===== src/rtl/bt656_stream_framer.sv =====
// 525-line BT.656 10-bit transmitter: EAV/SAV, blanking and pixel insertion.
// One registered word per cycle; pix_ready only in active video, missing pixels become blanking.
module bt656_stream_framer #(
  parameter int          WORDS_PER_LINE  = 1716,
  parameter int          LINES_PER_FRAME = 525,
  parameter int          SAV_POS         = 272,
  parameter logic [9:0]  BLANK_C         = 10'h200,
  parameter logic [9:0]  BLANK_Y         = 10'h040
) (
  input  logic        clk,
  input  logic        reset_n,
  input  logic        enable,
  input  logic [9:0]  pix_data,
  input  logic        pix_valid,
  output logic        pix_ready,
  output logic [9:0]  bt656_stream_out,
  output logic        H,
  output logic        V,
  output logic        F,
  output logic [9:0]  line_number,
  output logic        frame_start,
  output logic        underflow
);

  localparam int         WW        = $clog2(WORDS_PER_LINE);
  localparam logic [WW-1:0] W_LAST = WW'(WORDS_PER_LINE - 1);
  localparam logic [WW-1:0] W_EAV_END = WW'(4);
  localparam logic [WW-1:0] W_SAV  = WW'(SAV_POS);
  localparam logic [WW-1:0] W_ACT  = WW'(SAV_POS + 4);
  localparam logic [1:0]  SAV_LO   = 2'(SAV_POS);
  localparam logic [9:0]  LAST_LINE = 10'(LINES_PER_FRAME);

  typedef enum logic {IDLE, RUN} state_t;

  state_t        state, state_nxt;
  logic [WW-1:0] word_cnt, word_nxt;
  logic [9:0]    line_cnt, line_nxt;

  logic          f_cur, v_cur, in_eav, in_sav, in_active;
  logic [1:0]    code_idx;
  logic [9:0]    xy_word, blank_word, pix_clamped;

  logic [9:0]    out_nxt;
  logic          h_nxt, v_nxt, f_nxt, fs_nxt, under_set;

  // The counters always describe the word that will be registered at the next edge.
  assign f_cur     = (line_cnt <= 10'd3) || (line_cnt >= 10'd266);
  assign v_cur     = (line_cnt <= 10'd19) || ((line_cnt >= 10'd264) && (line_cnt <= 10'd282));
  assign in_eav    = word_cnt < W_EAV_END;
  assign in_sav    = (word_cnt >= W_SAV) && (word_cnt < W_ACT);
  assign in_active = word_cnt >= W_ACT;
  assign code_idx  = in_eav ? word_cnt[1:0] : (word_cnt[1:0] - SAV_LO);
  assign xy_word   = {1'b1, f_cur, v_cur, in_eav, v_cur ^ in_eav, f_cur ^ in_eav,
                      f_cur ^ v_cur, f_cur ^ v_cur ^ in_eav, 2'b00};
  assign blank_word = word_cnt[0] ? BLANK_Y : BLANK_C;

  // Keep pixels out of the 000-003 / 3FC-3FF ranges reserved for timing codes.
  always_comb begin
    pix_clamped = pix_data;
    if (pix_data < 10'h004)
      pix_clamped = 10'h004;
    else if (pix_data > 10'h3FB)
      pix_clamped = 10'h3FB;
  end

  always_ff @(posedge clk or negedge reset_n) begin
    if (!reset_n) begin
      state    <= IDLE;
      word_cnt <= '0;
      line_cnt <= 10'd1;
    end else begin
      state    <= state_nxt;
      word_cnt <= word_nxt;
      line_cnt <= line_nxt;
    end
  end

  always_comb begin
    state_nxt = state;
    word_nxt  = word_cnt;
    line_nxt  = line_cnt;
    case (state)
      IDLE: begin
        word_nxt = '0;
        line_nxt = 10'd1;
        if (enable)
          state_nxt = RUN;
      end
      RUN: begin
        if (word_cnt == W_LAST) begin
          word_nxt = '0;
          if (line_cnt == LAST_LINE) begin
            line_nxt = 10'd1;
            if (!enable)
              state_nxt = IDLE;
          end else begin
            line_nxt = line_cnt + 10'd1;
          end
        end else begin
          word_nxt = word_cnt + 1'b1;
        end
      end
      default: state_nxt = IDLE;
    endcase
  end

  always_comb begin
    pix_ready = 1'b0;
    out_nxt   = BLANK_Y;
    h_nxt     = 1'b0;
    v_nxt     = 1'b0;
    f_nxt     = 1'b0;
    fs_nxt    = 1'b0;
    under_set = 1'b0;
    if (state == RUN) begin
      h_nxt  = !in_active;
      v_nxt  = v_cur;
      f_nxt  = f_cur;
      fs_nxt = (line_cnt == 10'd1) && (word_cnt == '0);
      if (in_eav || in_sav) begin
        case (code_idx)
          2'd0:    out_nxt = 10'h3FF;
          2'd3:    out_nxt = xy_word;
          default: out_nxt = 10'h000;
        endcase
      end else if (in_active && !v_cur) begin
        pix_ready = 1'b1;
        if (pix_valid) begin
          out_nxt = pix_clamped;
        end else begin
          out_nxt   = blank_word;
          under_set = 1'b1;
        end
      end else begin
        out_nxt = blank_word;
      end
    end
  end

  always_ff @(posedge clk or negedge reset_n) begin
    if (!reset_n) begin
      bt656_stream_out <= 10'h000;
      H                <= 1'b0;
      V                <= 1'b0;
      F                <= 1'b0;
      line_number      <= 10'd1;
      frame_start      <= 1'b0;
      underflow        <= 1'b0;
    end else begin
      bt656_stream_out <= out_nxt;
      H                <= h_nxt;
      V                <= v_nxt;
      F                <= f_nxt;
      line_number      <= line_cnt;
      frame_start      <= fs_nxt;
      underflow        <= underflow | under_set;
    end
  end

endmodule


===== config.mk =====
export PLATFORM = sky130hd
export DESIGN_NAME = bt656_stream_framer
export DESIGN_NICKNAME = d
export VERILOG_FILES = /design/src/rtl/bt656_stream_framer.sv
export SDC_FILE = /design/constraint.sdc
export NUM_CORES = 1
export LEC_CHECK = 0
export BUFFER_PORTS_ARGS = -buffer_cell sky130_fd_sc_hd__buf_2
export CORE_MARGIN = 3
export CORE_UTILIZATION = 55
export CTS_BUF_LIST = sky130_fd_sc_hd__clkbuf_2
export DETAILED_ROUTE_END_ITERATION = 10
export GPL_ROUTABILITY_DRIVEN = 0
export PLACE_DENSITY = 0.74
export SLEW_MARGIN = 10
export SYNTH_ARGS = -nofsm -noshare
export SYNTH_HDL_FRONTEND = slang
export SYNTH_SLANG_ARGS = --single-unit

===== constraint.sdc =====
create_clock -name clk -period 3.1 [get_ports clk]
set_clock_uncertainty 0.1 [all_clocks]
set_input_delay 0 -clock clk [delete_from_list [all_inputs] [get_ports clk]]
set_output_delay 0 -clock clk [all_outputs]
set_load 0.01 [all_outputs]

; ---- Yosys cells after proc, flatten, opt, wreduce, memory -nomap -nowiden
; Cells that the tools add are included.
[totals]
regBits = 47
input_bits = 14
elab_cells = 73
[op_classes]
n_addsub = 2
order_cmp = 11
n_eq_ne = 5
muxes = 28
bitwise = 6
n_reduce_logical = 11
[ops]
columns = cell, count
row1 = $mux 10, 9
row2 = $pmux 10 s2, 2
row3 = $ge 11x9->1 const B, 2
row4 = $pmux 11 s2, 1
row5 = $ge 10x9->1 const B, 2
row6 = $mux 1, 14
row7 = $add 11x1->11 const B, 1
row8 = $eq 11x11->1 const B, 1
row9 = $logic_not 11->1, 1
row10 = $lt 11x3->1 const B, 1
row11 = $lt 11x9->1 const B, 1
row12 = $mux 11, 1
row13 = $add 10x1->10 const B, 1
row14 = $eq 10x1->1 const B, 1
row15 = $eq 10x10->1 const B, 1
row16 = $gt 10x10->1 const B, 1
row17 = $le 10x2->1 const B, 1
row18 = $le 10x5->1 const B, 1
row19 = $le 10x9->1 const B, 1
row20 = $lt 10x3->1 const B, 1
row21 = $logic_and 1x1->1, 4
row22 = $xor 1x1->1, 4
row23 = $logic_or 1x1->1, 3
row24 = $eq 2x2->1 const B, 1
row25 = 6 further kinds, 7

; ---- Longest topological paths before layout
[logic_depth]
ltp_word = 9
mapped_depth = 8

; ---- Worst setup path after synthesis
; No wires, ideal clock.
[synth_path]
path_kind = register to register
start = register line_cnt[0]
end = register bt656_stream_out[2]
setup_ps = 95
arrival_time_ps = 1902
slack_ps = 1003
stages_incl_launch_ff = 9
path_buffers = 0
synth_period_minus_slack_ps = 2097
cell_sequence = dfstp_2 -> inv_1 -> ha_1 -> o31ai_1 -> nand2_1 -> a211o_1 -> xnor2_2 -> xnor2_1 -> o32ai_2
[synth_between]
elab_chain_cells = 8
[synth_rtl]
columns = item, line
row1 = from (decl), 37  ; logic [9:0] line_cnt, line_nxt;
row2 = from (signal assigned), 74  ; line_cnt <= line_nxt;
row3 = $ge 10x9->1 / $le 10x9->1 (equally long branches), 48  ; assign v_cur = (line_cnt <= 10'd19) || ((line_cnt >= 10'd264) && (line_cnt <= 10'd282));
row4 = $logic_and 1x1->1, 48
row5 = $logic_or 1x1->1, 48
row6 = $xor 1x1->1 / $logic_not 1->1 (equally long branches), "54, 126"
row7 = $xor 1x1->1 / $logic_and 1x1->1 (equally long branches), "54, 126"
row8 = $pmux 10 s2 / $mux 10 (equally long branches), "121, 126"
row9 = $mux 10 *, 120  ; if (in_eav || in_sav) begin
row10 = $mux 10 *, 115  ; if (state == RUN) begin
row11 = via out_nxt[2], 43  ; logic [9:0] out_nxt;
row12 = to (signal assigned), 150  ; bt656_stream_out <= out_nxt;
row13 = to (decl), 16  ; output logic [9:0] bt656_stream_out,
; Mark *: on every way through the listed nets, which the timed path passes. The rest lies on a longest branch.
; A chain may end at the register's enable or synchronous reset.

; ---- Final worst setup path
[layout_path]
start = register line_cnt[0]
end = register bt656_stream_out[1]
[layout_between]
elab_chain_cells = 8
[layout_rtl]
columns = item, line
row1 = $ge 10x9->1 / $le 10x9->1 (equally long branches), 48
row2 = $logic_and 1x1->1, 48
row3 = $logic_or 1x1->1 *, 48
row4 = $logic_not 1->1 *, 126  ; end else if (in_active && !v_cur) begin
row5 = $logic_and 1x1->1 *, 126
row6 = $mux 10 *, 126
row7 = $mux 10 *, 120
row8 = $mux 10 *, 115
row9 = via out_nxt[1], 43
; Marks and branches as above.

==> metrics.md <==
| Metric | Value |
|---|---|
| Tightest Hold Check Type | in2async |
| Fin worst setup slack | 327 ps |
| Max IR drop VDD | 0.211 mV |
| Cell Count Post-Placement | 323 |
| Final Instance Area | 0.00281 mm² |
| Launch point of the critical path | line_cnt[0] |
| Yosys Warn Count | 0 |
| First drt pass iteration count | 4 |
| Maximum operating frequency | 361 MHz |
| Number of nets produced by synthesis | 263 |
| Syn Area/Cell | 9.59 µm² |
| Max FO, Critical Path | 6 |
| Number of endpoints failing setup at the final stage | 0 |
| Fraction of the cycle the final worst path needs | 0.894 |
| CP startpoint kind | flop |
| Root buffer cell | sky130_fd_sc_hd__clkbuf_2 |
| Clock slew seen by the registers of the worst setup and hold paths | 240 ps |
| Die outline area | 0.00506 mm² |
| Type of element capturing the critical path | flop |
| Fraction of the yosys area taken by sequential cells | 0.506 |
| DRT met1 WL | 2240 µm |
| Number of global-route vias before repair | 1,852 |
| Routed vias/inst | 5.54 |
| Hold WS | 138 ps |
| Ant. Diodes | 0 |
| Mapped Cells | 243 |
| Data required time of the critical path | 3380 ps |
| DR top layer | met4 |
| Filler cell count in the final layout | 319 |
| Placeable core region | 0.00406 mm² |
| Number of I/O pins | 40 |
| Level count of the clock H-tree | 2 |
| Launch point of the worst reg-to-reg path | line_cnt[0] |
| Setup Crit Path Kind | reg2reg |
| Pin count of the biggest net entering global routing | 48 |
| CP Cell Sequence | and2_1, o2111ai_1, a221oi_4, nor3b_1, o21ai_1, a21oi_1, dlygate4sd3_1 |
| First-pass GRT wire length | 8430 µm |
| Met2 routed WL | 2380 µm |
| Initial antenna violation count | 0 |
| RSZ-0062 raised after global routing | no |
| Post-DP HPWL | 3300 µm |
| Slew at the pin closest to its max-slew limit | 976 ps |
| Cell type contributing the most total cell area after synthesis | sky130_fd_sc_hd__dfrtp_1 |
| Number of distinct library cell variants in the gate-level netlist after synthesis | 40 |
| Final hold vios | 0 |
| Total negative slack for setup checks | 0 ps |
| Total of buffers placed on input and output ports | 39 |
| Total count of max-transition violations in the final report | 0 |
| Aggregate global routing overflow | 0 |
| Yosys reg bits | 47 |
| Number of flops mapped to enable cells by yosys | 0 |
| Width of the die | 71.1 µm |
| Setup slack at placement | 690 ps |
| Total Power Consumption | 0.997 mW |
| Run status | finished clean |
| Post-route minimum period | 2770 ps |
| Proportion of synthesized flip-flops having asynchronous set or reset | 1.00 |
| Avg WL per Cell | 14.1 µm |
| Maximum Capacitance Violations | 0 |
| Post-synth design cell area | 0.00233 mm² |
| Max transition margin | 0.349 |
| Skew-Pair Late Insertion Delay | 420 ps |
| Lkg Pwr | 1.35 nW |
| Max clock buf depth | 2 |
| Placed instance area | 0.00255 mm² |
| Crit path capture | bt656_stream_out[1] |
| Relative area change from synthesis to final layout | 20.7% |
| Routed WL | 4910 µm |
| Length of routed met3 wiring | 196 µm |
| Count of vias placed by the detailed router | 1,933 |
| TritonCTS clock tree | built |
| Reg-to-Reg End | bt656_stream_out[1] |
| Cells taking the most area after synthesis | sky130_fd_sc_hd__dfrtp_1, sky130_fd_sc_hd__nand2_1, sky130_fd_sc_hd__o21ai_0, sky130_fd_sc_hd__nor2_1, sky130_fd_sc_hd__ha_1 |
| Initial DRC Count | 127 |
| Remaining antenna violation count after routing | 0 |
| Clock sinks | 47 |
| Post-synth top flop | sky130_fd_sc_hd__dfrtp_1 |
| Data arrival time at the worst-slack endpoint | 3050 ps |
| DRC viols | 0 |
| Share of final-layout standard cells stronger than drive strength 1 | 0.191 |
| Slowest cell on the critical path | sky130_fd_sc_hd__dfstp_2 |
| Number of standard-cell rows in the floorplan | 23 |
| Max stage delay on crit path | 620 ps |
| Vertical die dimension | 71.1 µm |
| Initial cell density of the core | 0.574 |
| Power per unit of standard cell area | 354 mW/mm² |
| Portion of synthesized cell area occupied by the leading cell type | 0.483 |
| Non-filler cells, final | 349 |
| Finished Core Util | 0.693 |
| Register-to-register setup slack | 330 ps |
| Total CTS buffers | 5 |
| Number of cell instances on the worst register-to-register path | 7 |
| Overall global routing resource usage | 0.209 |
| Number of nets in the final layout | 318 |
==> worst min-delay path by stage <==
stage / start / end / cells after the start
2_1_floorplan: reset_n / F / 0
3_3_place_gp: enable / state / 3
3_5_place_dp: enable / state / 3
4_1_cts: reset_n / line_number[7] / 2
5_1_grt: enable / state / 4
6_report: reset_n / line_number[5] / 2
==> sequential cells by signal, indices dropped and copies added, names as in the netlist, 10 cells and up <==
name	count
line_cnt	10
word_cnt	11
bt656_stream_out	10
line_number	10
==> placed cells by master, fill, tap and decap left out, drive strengths merged, types with 3 or more instances in the layout <==
cell         count
dfrtp           45
buf             42
nand2           26
nor2            22
o21ai           20
dlygate4sd3     16
a21oi           14
inv             13
nand3            8
and3             8
nand2b           8
xnor2            8
ha               6
nor4             6
xor2             5
and2             5
clkbuf           5
nor3             4
or3              3
==> critical path, delay by kind of cell, from the launching register on <==
kind / cells / cell delay (ps)
compound gates: 4 / 940
flops: 1 / 620
buf+inv: 1 / 560
simple gates: 2 / 500
==> report_power, final <==
group	switching [mW]	internal [mW]	leakage (nW)
clock	0.199	0.139	0.0396
combinational	0.0241	0.0193	0.698
sequential	0.000426	0.615	0.608
total	0.223	0.773	1.35
==> synth_stat cells, drive strengths merged, types with 3 or more instances <==
cell type / n
clkbuf: 7
nor3: 4
inv: 12
nand2b: 8
or3: 3
xor2: 5
a21oi: 14
buf: 3
xnor2: 8
nor2: 22
and2: 5
nor4: 6
nand3: 8
o21ai: 20
dfrtp: 45
ha: 6
and3: 8
nand2: 26
==> cell type report <==
type	count	area, µm²	share of cell area
Clock inverter	3	46.3	0.0165
Sequential cell	47	1180	0.419
Inverter	12	45.0	0.0160
Multi-Input combinational cell	174	1080	0.383
Clock buffer	5	25.0	0.00890
Timing Repair Buffer	58	378	0.134
Tap cell	50	62.6	0.0222
==> timing repair <==
item                                   CTS  global route
setup endpoints to repair                0             3
hold buffers                            16             0
buffers inserted                         0             2
gates resized for setup                  0             1
endpoints found under the hold margin   57             0
==> cells by family after synthesis <==
| family | after synthesis | synth area share |
|---|---|---|
| simple gates | 100 | 0.221 |
| compound gates | 55 | 0.152 |
| flops | 47 | 0.506 |
| buf+inv | 22 | 0.0370 |
| xor+xnor | 13 | 0.0521 |
| fa+ha+maj | 6 | 0.0322 |
==> routing by layer <==
layer,vias up,track usage
met4,0,0.0772
met1,922,0.281
met5,-,0
met2,48,0.340
met3,9,0.0369
li1,954,-
No activity file was read; power rests on OpenSTA's default activity.
